## src/rtl/march_pkg.sv

```systemverilog
// Shared types and the March C- element table for the BIST controller.
package march_pkg;

  localparam int NUM_ELEM = 6;

  typedef logic [2:0] elem_idx_t;

  localparam elem_idx_t LAST_ELEM = elem_idx_t'(NUM_ELEM - 1);

  typedef enum logic [2:0] {
    ST_IDLE  = 3'd0,
    ST_INIT  = 3'd1,
    ST_OP_R  = 3'd2,
    ST_OP_W  = 3'd3,
    ST_DRAIN = 3'd4,
    ST_DONE  = 3'd5
  } state_t;

  typedef struct packed {
    logic dir_up;
    logic has_read;
    logic has_write;
    logic read_bg;
    logic write_bg;
  } elem_t;

  // any(w0) up(r0,w1) up(r1,w0) dn(r0,w1) dn(r1,w0) any(r0); "any" sweeps up
  localparam elem_t ELEM_0 = '{dir_up: 1'b1, has_read: 1'b0, has_write: 1'b1, read_bg: 1'b0, write_bg: 1'b0};
  localparam elem_t ELEM_1 = '{dir_up: 1'b1, has_read: 1'b1, has_write: 1'b1, read_bg: 1'b0, write_bg: 1'b1};
  localparam elem_t ELEM_2 = '{dir_up: 1'b1, has_read: 1'b1, has_write: 1'b1, read_bg: 1'b1, write_bg: 1'b0};
  localparam elem_t ELEM_3 = '{dir_up: 1'b0, has_read: 1'b1, has_write: 1'b1, read_bg: 1'b0, write_bg: 1'b1};
  localparam elem_t ELEM_4 = '{dir_up: 1'b0, has_read: 1'b1, has_write: 1'b1, read_bg: 1'b1, write_bg: 1'b0};
  localparam elem_t ELEM_5 = '{dir_up: 1'b1, has_read: 1'b1, has_write: 1'b0, read_bg: 1'b0, write_bg: 1'b0};
  localparam elem_t ELEM_NONE = '{dir_up: 1'b0, has_read: 1'b0, has_write: 1'b0, read_bg: 1'b0, write_bg: 1'b0};

endpackage

```

## src/rtl/march_element_rom.sv

```systemverilog
// Combinational lookup: element index -> sweep direction, op mix and data backgrounds.
module march_element_rom
  import march_pkg::*;
(
  input  elem_idx_t i_elem,
  output elem_t     o_entry
);

  always_comb begin
    o_entry = ELEM_NONE;
    case (i_elem)
      3'd0:    o_entry = ELEM_0;
      3'd1:    o_entry = ELEM_1;
      3'd2:    o_entry = ELEM_2;
      3'd3:    o_entry = ELEM_3;
      3'd4:    o_entry = ELEM_4;
      3'd5:    o_entry = ELEM_5;
      default: o_entry = ELEM_NONE;
    endcase
  end

endmodule

```

## src/rtl/march_bist_controller.sv

```systemverilog
// March C- BIST sequencer: steers an external up/down address generator and memory strobes, checks read data.
// Define FAIL_CAPTURE_EN to record address/element of the first miscompare; otherwise those outputs are 0.
module march_bist_controller
  import march_pkg::*;
#(
  parameter int AD_W = 4,
  parameter int DW   = 8
) (
  input  logic            clk,
  input  logic            reset_n,
  input  logic            start,
  output logic            ag_reset,
  output logic            ag_preset,
  output logic            ag_en,
  output logic            ag_up_down,
  input  logic            ag_carry,
  input  logic [AD_W-1:0] ag_address,
  output logic            mem_re,
  output logic            mem_we,
  output logic [DW-1:0]   mem_wdata,
  input  logic [DW-1:0]   mem_rdata,
  output logic            busy,
  output logic            done,
  output logic            fail,
  output logic [AD_W-1:0] fail_addr,
  output logic [2:0]      fail_elem
);

  state_t    r_state;
  state_t    w_state_nxt;
  elem_idx_t r_elem;
  elem_idx_t w_elem_nxt;
  elem_t     w_entry;
  logic      r_last;
  logic      r_cmp_vld;
  logic      r_cmp_exp;
  logic      r_fail;
  logic      w_at_last;
  logic      w_last_elem;
  logic      w_start_ok;
  logic      w_miscmp;

  march_element_rom u_rom (
    .i_elem  (r_elem),
    .o_entry (w_entry)
  );

  // carry pulses on the first cycle at the terminal address; r_last covers the second op there
  assign w_at_last   = r_last | ag_carry;
  assign w_last_elem = (r_elem == LAST_ELEM);
  assign w_start_ok  = start && ((r_state == ST_IDLE) || (r_state == ST_DONE));
  assign w_miscmp    = r_cmp_vld && (mem_rdata != {DW{r_cmp_exp}});

  assign busy = (r_state == ST_INIT) || (r_state == ST_OP_R) ||
                (r_state == ST_OP_W) || (r_state == ST_DRAIN);
  assign done = (r_state == ST_DONE);
  assign fail = r_fail;

  always_ff @(posedge clk or negedge reset_n) begin
    if (!reset_n) begin
      r_state <= ST_IDLE;
      r_elem  <= '0;
    end else begin
      r_state <= w_state_nxt;
      r_elem  <= w_elem_nxt;
    end
  end

  always_comb begin
    w_state_nxt = r_state;
    w_elem_nxt  = r_elem;
    ag_reset    = 1'b0;
    ag_preset   = 1'b0;
    ag_en       = 1'b0;
    ag_up_down  = 1'b0;
    mem_re      = 1'b0;
    mem_we      = 1'b0;
    mem_wdata   = '0;
    case (r_state)
      ST_IDLE, ST_DONE: begin
        if (start) begin
          w_state_nxt = ST_INIT;
          w_elem_nxt  = '0;
        end
      end
      ST_INIT: begin
        ag_reset    = w_entry.dir_up;
        ag_preset   = !w_entry.dir_up;
        ag_up_down  = w_entry.dir_up;
        w_state_nxt = w_entry.has_read ? ST_OP_R : ST_OP_W;
      end
      ST_OP_R: begin
        mem_re     = 1'b1;
        ag_up_down = w_entry.dir_up;
        if (w_entry.has_write) begin
          w_state_nxt = ST_OP_W;
        end else if (w_at_last) begin
          w_state_nxt = w_last_elem ? ST_DRAIN : ST_INIT;
          w_elem_nxt  = w_last_elem ? r_elem : elem_idx_t'(r_elem + 3'd1);
        end else begin
          ag_en = 1'b1;
        end
      end
      ST_OP_W: begin
        mem_we     = 1'b1;
        mem_wdata  = {DW{w_entry.write_bg}};
        ag_up_down = w_entry.dir_up;
        if (w_at_last) begin
          w_state_nxt = w_last_elem ? ST_DRAIN : ST_INIT;
          w_elem_nxt  = w_last_elem ? r_elem : elem_idx_t'(r_elem + 3'd1);
        end else begin
          ag_en       = 1'b1;
          w_state_nxt = w_entry.has_read ? ST_OP_R : ST_OP_W;
        end
      end
      ST_DRAIN: w_state_nxt = ST_DONE;
      default:  w_state_nxt = ST_IDLE;
    endcase
  end

  always_ff @(posedge clk or negedge reset_n) begin
    if (!reset_n) begin
      r_last    <= 1'b0;
      r_cmp_vld <= 1'b0;
      r_cmp_exp <= 1'b0;
      r_fail    <= 1'b0;
    end else begin
      r_cmp_vld <= mem_re;
      r_cmp_exp <= w_entry.read_bg;
      if (r_state == ST_INIT) begin
        r_last <= 1'b0;
      end else if (mem_re || mem_we) begin
        r_last <= r_last | ag_carry;
      end
      if (w_start_ok) begin
        r_fail <= 1'b0;
      end else if (w_miscmp) begin
        r_fail <= 1'b1;
      end
    end
  end

`ifdef FAIL_CAPTURE_EN
  logic [AD_W-1:0] r_cmp_addr;
  logic [AD_W-1:0] r_fail_addr;
  elem_idx_t       r_cmp_elem;
  elem_idx_t       r_fail_elem;

  always_ff @(posedge clk or negedge reset_n) begin
    if (!reset_n) begin
      r_cmp_addr  <= '0;
      r_cmp_elem  <= '0;
      r_fail_addr <= '0;
      r_fail_elem <= '0;
    end else begin
      r_cmp_addr <= ag_address;
      r_cmp_elem <= r_elem;
      if (w_start_ok) begin
        r_fail_addr <= '0;
        r_fail_elem <= '0;
      end else if (w_miscmp && !r_fail) begin
        r_fail_addr <= r_cmp_addr;
        r_fail_elem <= r_cmp_elem;
      end
    end
  end

  assign fail_addr = r_fail_addr;
  assign fail_elem = r_fail_elem;
`else
  logic w_unused_addr;
  assign w_unused_addr = ^ag_address;
  assign fail_addr     = '0;
  assign fail_elem     = '0;
`endif

endmodule

```

## config.mk

```make
export PLATFORM = sky130hd
export DESIGN_NAME = march_bist_controller
export DESIGN_NICKNAME = d
export VERILOG_FILES = /design/src/rtl/march_pkg.sv /design/src/rtl/march_element_rom.sv /design/src/rtl/march_bist_controller.sv
export SDC_FILE = /design/constraint.sdc
export NUM_CORES = 1
export LEC_CHECK = 0
export ABC_AREA = 1
export CORE_ASPECT_RATIO = 1.2
export CORE_MARGIN = 2
export CORE_UTILIZATION = 44
export CTS_CLUSTER_SIZE = 16
export DETAILED_ROUTE_END_ITERATION = 10
export PLACE_DENSITY_LB_ADDON = 0.05
export SYNTH_ARGS = -nofsm -noshare
export SYNTH_HDL_FRONTEND = slang
export SYNTH_HIERARCHICAL = 1
export SYNTH_SLANG_ARGS = --single-unit
```

## constraint.sdc

```tcl
create_clock -name clk -period 3.5 [get_ports clk]
set_input_delay 1.05 -clock clk [delete_from_list [all_inputs] [get_ports clk]]
set_output_delay 1.05 -clock clk [all_outputs]
set_load 0.02 [all_outputs]
```

### After elaboration in Yosys (flattened, before gate mapping)

Cells that the tools add are included.

| word-level totals | value |
|---|---|
| register bits | 10 |
| word-level logic and storage cells | 65 |

| cells by class | value |
|---|---|
| $add $sub $neg | 1 |
| eq/ne operators | 14 |
| multiplexer cells | 26 |
| bitwise logic cells | 1 |
| reduce and logical (&&, ||, !) cells | 17 |

Operators with widths:

| kind | number |
|---|---|
| $pmux 5 s6 | 1 |
| $mux 3 | 9 |
| $pmux 3 s5 | 1 |
| $eq 3x2->1 const B | 4 |
| $eq 3x3->1 const B | 4 |
| $mux 1 | 12 |
| $pmux 3 s3 | 1 |
| $mux 8 | 1 |
| $ne 8x8->1 | 1 |
| $eq 3x1->1 const B | 2 |
| $logic_not 3->1 | 2 |
| $logic_or 1x1->1 | 5 |
| $ne 2x2->1 const B | 2 |
| $reduce_bool 2->1 | 2 |
| $add 3x1->3 const B | 1 |
| $ne 3x2->1 const B | 1 |
| $reduce_and 3->1 | 1 |
| $reduce_bool 3->1 | 1 |
| $reduce_or 3->1 | 1 |
| $logic_and 1x1->1 | 2 |
| $pmux 1 s2 | 1 |
| $reduce_and 2->1 | 1 |
| $reduce_or 2->1 | 1 |
| $logic_not 1->1 | 1 |
| $or 1x1->1 | 1 |

### Depth between registers and ports, before layout

| logic depth | value |
|---|---|
| word-level depth | 5 |
| depth in mapped cells | 9 |

### Hierarchy

Netlist, hierarchy kept.

Modules (own cells, without submodules):

| module | instances | cells each | area an instance (µm²) | seq. area each (µm²) |
|---|---|---|---|---|
| march_bist_controller | 1 | 120 | 834.6 | 250.2 |
| march_element_rom | 1 | 13 | 53.8 | 0.0 |

### Worst setup path before layout

No wires, ideal clock.

| path | value |
|---|---|
| path kind | reg2out |
| from | reg r_state[0] |
| to | out mem_wdata[1] |
| data arrival time | 1.783 ns |
| data required time | 2.450 ns |
| path slack | 0.667 ns |
| stages on the path, launching flop included | 4 |
| cell sequence | dfrtp_1 > nand2_1 > nor3b_1 > buf_4 |

| on the way | value |
|---|---|
| word-level cells in the longest chain between the ends | 2 |

RTL lines:

| element | line | RTL |
|---|---|---|
| start: declaration | march_bist_controller.sv:29 | `state_t r_state;` |
| start signal: assignment | march_bist_controller.sv:64 | `r_state <= w_state_nxt;` |
| $eq 3x2->1 | march_bist_controller.sv:79 | `case (r_state)` |
| $mux 8 | march_bist_controller.sv:79 |  |
| end: declaration | march_bist_controller.sv:20 | `output logic [DW-1:0] mem_wdata,` |

No other way between the ends.

### Final worst setup path

| path | value |
|---|---|
| from | in ag_carry |
| to | out ag_en |

| on the way | value |
|---|---|
| word-level cells in the longest chain between the ends | 4 |

RTL lines:

| element | line | RTL |
|---|---|---|
| start: declaration | march_bist_controller.sv:16 | `input logic ag_carry,` |
| $or 1x1->1 * | march_bist_controller.sv:49 | `assign w_at_last = r_last \| ag_carry;` |
| $mux 1 * | march_bist_controller.sv:97, march_bist_controller.sv:108 |  |
| $mux 1 | march_bist_controller.sv:95 | `if (w_entry.has_write) begin` |
| $pmux 1 s2 * | march_bist_controller.sv:79 |  |
| end: declaration | march_bist_controller.sv:14 | `output logic ag_en,` |

Mark *: on every way between the ends. The rest lies on a longest branch, timed or not.

==> impl_metrics.csv <==
group,metric,value,unit
critical_path,crit_required,2.45,ns
logic_synthesis,netlist_instances,133,
logic_synthesis,yosys-top-cells-count,"nand2_1, nor2_1, buf_4",
cts,worstSkewPairLatency,0.25,ns
critical_path,worst-r2r-setup-slack,2.01,ns
timing,setup_viol,0,
floorplan,fp.coreArea,1870,um2
power_and_ir_drop,power_density,871,nW/um2
route,vias_per_cell,4.93,
cts,cts_tree,"built",
timing,tns,0,ns
floorplan,die_y,53.2,um
floorplan,num_rows,17,
layout,layout-drive-gt1-share,15.8,%
layout,area_growth,29.3,%
hold_path,worst_hold_path.endpoint,"fail",
global_route,overflow,0,
global_route,track_usage,17.8,%
hold_path,hp-class,"flop to flop",
timing,final_max_slew_viol_count,0,
timing,fin_skew,0.000710,ns
logic_synthesis,synth_top_area_cell,"dfrtp_1",
logic_synthesis,ys_types,23,
timing,fin_crit_sh,92.8,%
route,dr.pass1.iters,4,
logic_synthesis,synth_edf_count,0,
cts,cts_max_level,1,
timing,whs,0.517,ns
timing,hold_viol,0,
cts,cts_sinks,10,
route,antenna_left,0,
route,route.detailed.drc,0,
floorplan,fp.dieW,45.0,um
logic_synthesis,synthMostInstantiatedCell,"nand2_1",
placed_design,routabilityCongestion,0.901,
route,vias,872,
layout,num_antenna_cells,0,
critical_path,r2r-end,"r_elem[2]",
logic_synthesis,synth_seq_cells,10,
critical_path,crit_type,"input port to output pin",
global_route,grt_pass1_vias,799,
timing,clock.fmax,308,MHz
critical_path,critPathCaptureType,"output pin",
cts,tritoncts.num_buffers,3,
placed_design,place_hpwl,1550,um
route,routedWlPerCell,11.2,um
critical_path,cp_max_fo,4,
logic_synthesis,synth_top_area_share,28.2,%
job,drv_cap,0,
logic_synthesis,yosysSeqAreaShare,28.2,%
floorplan,start_util,47.5,%
placed_design,portBuffers,28,
logic_synthesis,yosys_warnings,6,
status,status,"completed",
global_route,grt_pass1_wl,3110,um
hold_path,min_path_cells,2,
critical_path,regToRegStartpoint,"r_elem[0]",
timing,fin_crit,3.25,ns
global_route,antenna_found_initial,0,
timing,rsz0062_at_grt,"false",
route,wirelength,1980,um
power_and_ir_drop,peakVddDrop,0.000574,V
floorplan,die-area,2400,um2
route,drtIter0Drc,21,
logic_synthesis,synthTopCellsByArea,"dfrtp_1, nand2_1, buf_4, nor2_1, inv_1",
logic_synthesis,ys.flop_type,"dfrtp_1",
logic_synthesis,synthArstFlopShare,100,%
cts,clk_path_buf_depth,2,
critical_path,rr_worst_depth,7,
cts,cts.clk_slew.worst_paths,0.06,ns
critical_path,arrival,2.20,ns
logic_synthesis,synth_area,888,um2
floorplan,io_pins,40,
global_route,grt_max_degree,11,
logic_synthesis,avgSynthCellArea,6.68,um2
cts,root_buffer,"clkbuf_4",
layout,fin_nets,178,
hold_path,holdCritStartpoint,"fail",
critical_path,start_kind,"input port",
cts,postCtsSetupBuffers,0,
power_and_ir_drop,power_leakage,0.574,nW
flip-flops by register name (all words and copies together) (netlist names):
| signal | flops |
|---|---|
| r_cmp_exp | 1 |
| fail | 1 |
| r_elem | 3 |
| r_state | 3 |
| r_last | 1 |
| r_cmp_vld | 1 |
placed cells by master (no fill, tap or decap), types with 2 or more instances in the layout:
cell	count
a21oi_1	2
o21ai_1	3
clkdlybuf4s50_1	27
o21ai_0	4
dfrtp_1	10
buf_4	2
nand3_1	6
conb_1	7
clkbuf_4	3
nor2_4	2
nor2_2	4
nand3_2	3
nand4_1	3
inv_1	12
nand3b_1	2
nand2_2	5
ha_1	2
nor2_1	15
nand2_1	36
inv_2	4
layout make-up:
type	count	area [um2]
repair buffers	30	294
flip-flops and latches	10	250
well taps	19	23.8
inverters	16	60.1
fillers	195	723
clock buffers	3	22.5
multi-input cells	99	498
layer usage:
metal / global-route usage [%] / up-vias / part of all wire (%)
met4: 11.8 / 0 / 2.3
met3: 1.02 / 4 / 8.9
met1: 19.1 / 371 / 42
li1: - / 446 / -
met5: 0 / - / 0
met2: 32.4 / 51 / 46
logic make-up after synthesis:
group | count (synthesis) | synth area share, %
AO/OA/AOI/OAI | 10 | 6.06
XOR/XNOR | 1 | 0.986
adder cells (fa/ha/maj) | 2 | 2.82
buffers and inverters | 30 | 18.6
flip-flops | 10 | 28.2
other | 1 | 0.422
AND/OR/NAND/NOR | 79 | 43.0
worst max-delay path by stage:
stage / from / endpoint / depth (start not counted)
floorplan: r_state[0] / mem_wdata[1] / 3
finish: ag_carry / ag_en / 5
global placement: ag_carry / ag_en / 5
global route: ag_carry / ag_en / 5
detailed placement: ag_carry / ag_en / 5
CTS: ag_carry / ag_en / 5
critical path, cell delays in order:
cell and delay, ns:
clkdlybuf4s50_1 0.43, nor2_2 0.20, nand2_1 0.10, nand2_1 0.08
dlygate4sd2_1 0.33
what timing repair did:
item                                    in CTS  in global routing
resized for setup                            2                  0
endpoints found under the setup margin       1                  0
hold buffers                                 0                  0
where the power goes:
| part | total (W) | switching [W] | leakage [nW] | internal, W |
|---|---|---|---|---|
| Sequential | 0.000242 | 0.0000760 | 0.128 | 0.000166 |
| Combinational | 0.000683 | 0.000404 | 0.432 | 0.000280 |
| Clock | 0.0000742 | 0.0000347 | 0.0138 | 0.0000395 |
per-stage QoR:
stage                     setup slack, ns  power (W)  cell area (um2)  cells  utilization (%)
after detailed placement          -0.0541   0.000927             1120    174             60.1
after floorplan                     0.667   0.000711              911    139                -
final                               0.251    0.00100             1150    177             61.4
after global routing                0.202    0.00108             1150    177             61.4
after CTS                           0.262    0.00101             1150    177             61.4
after global placement            -0.0537   0.000914             1120    174             60.1
Power figures use the tool's default switching activity.
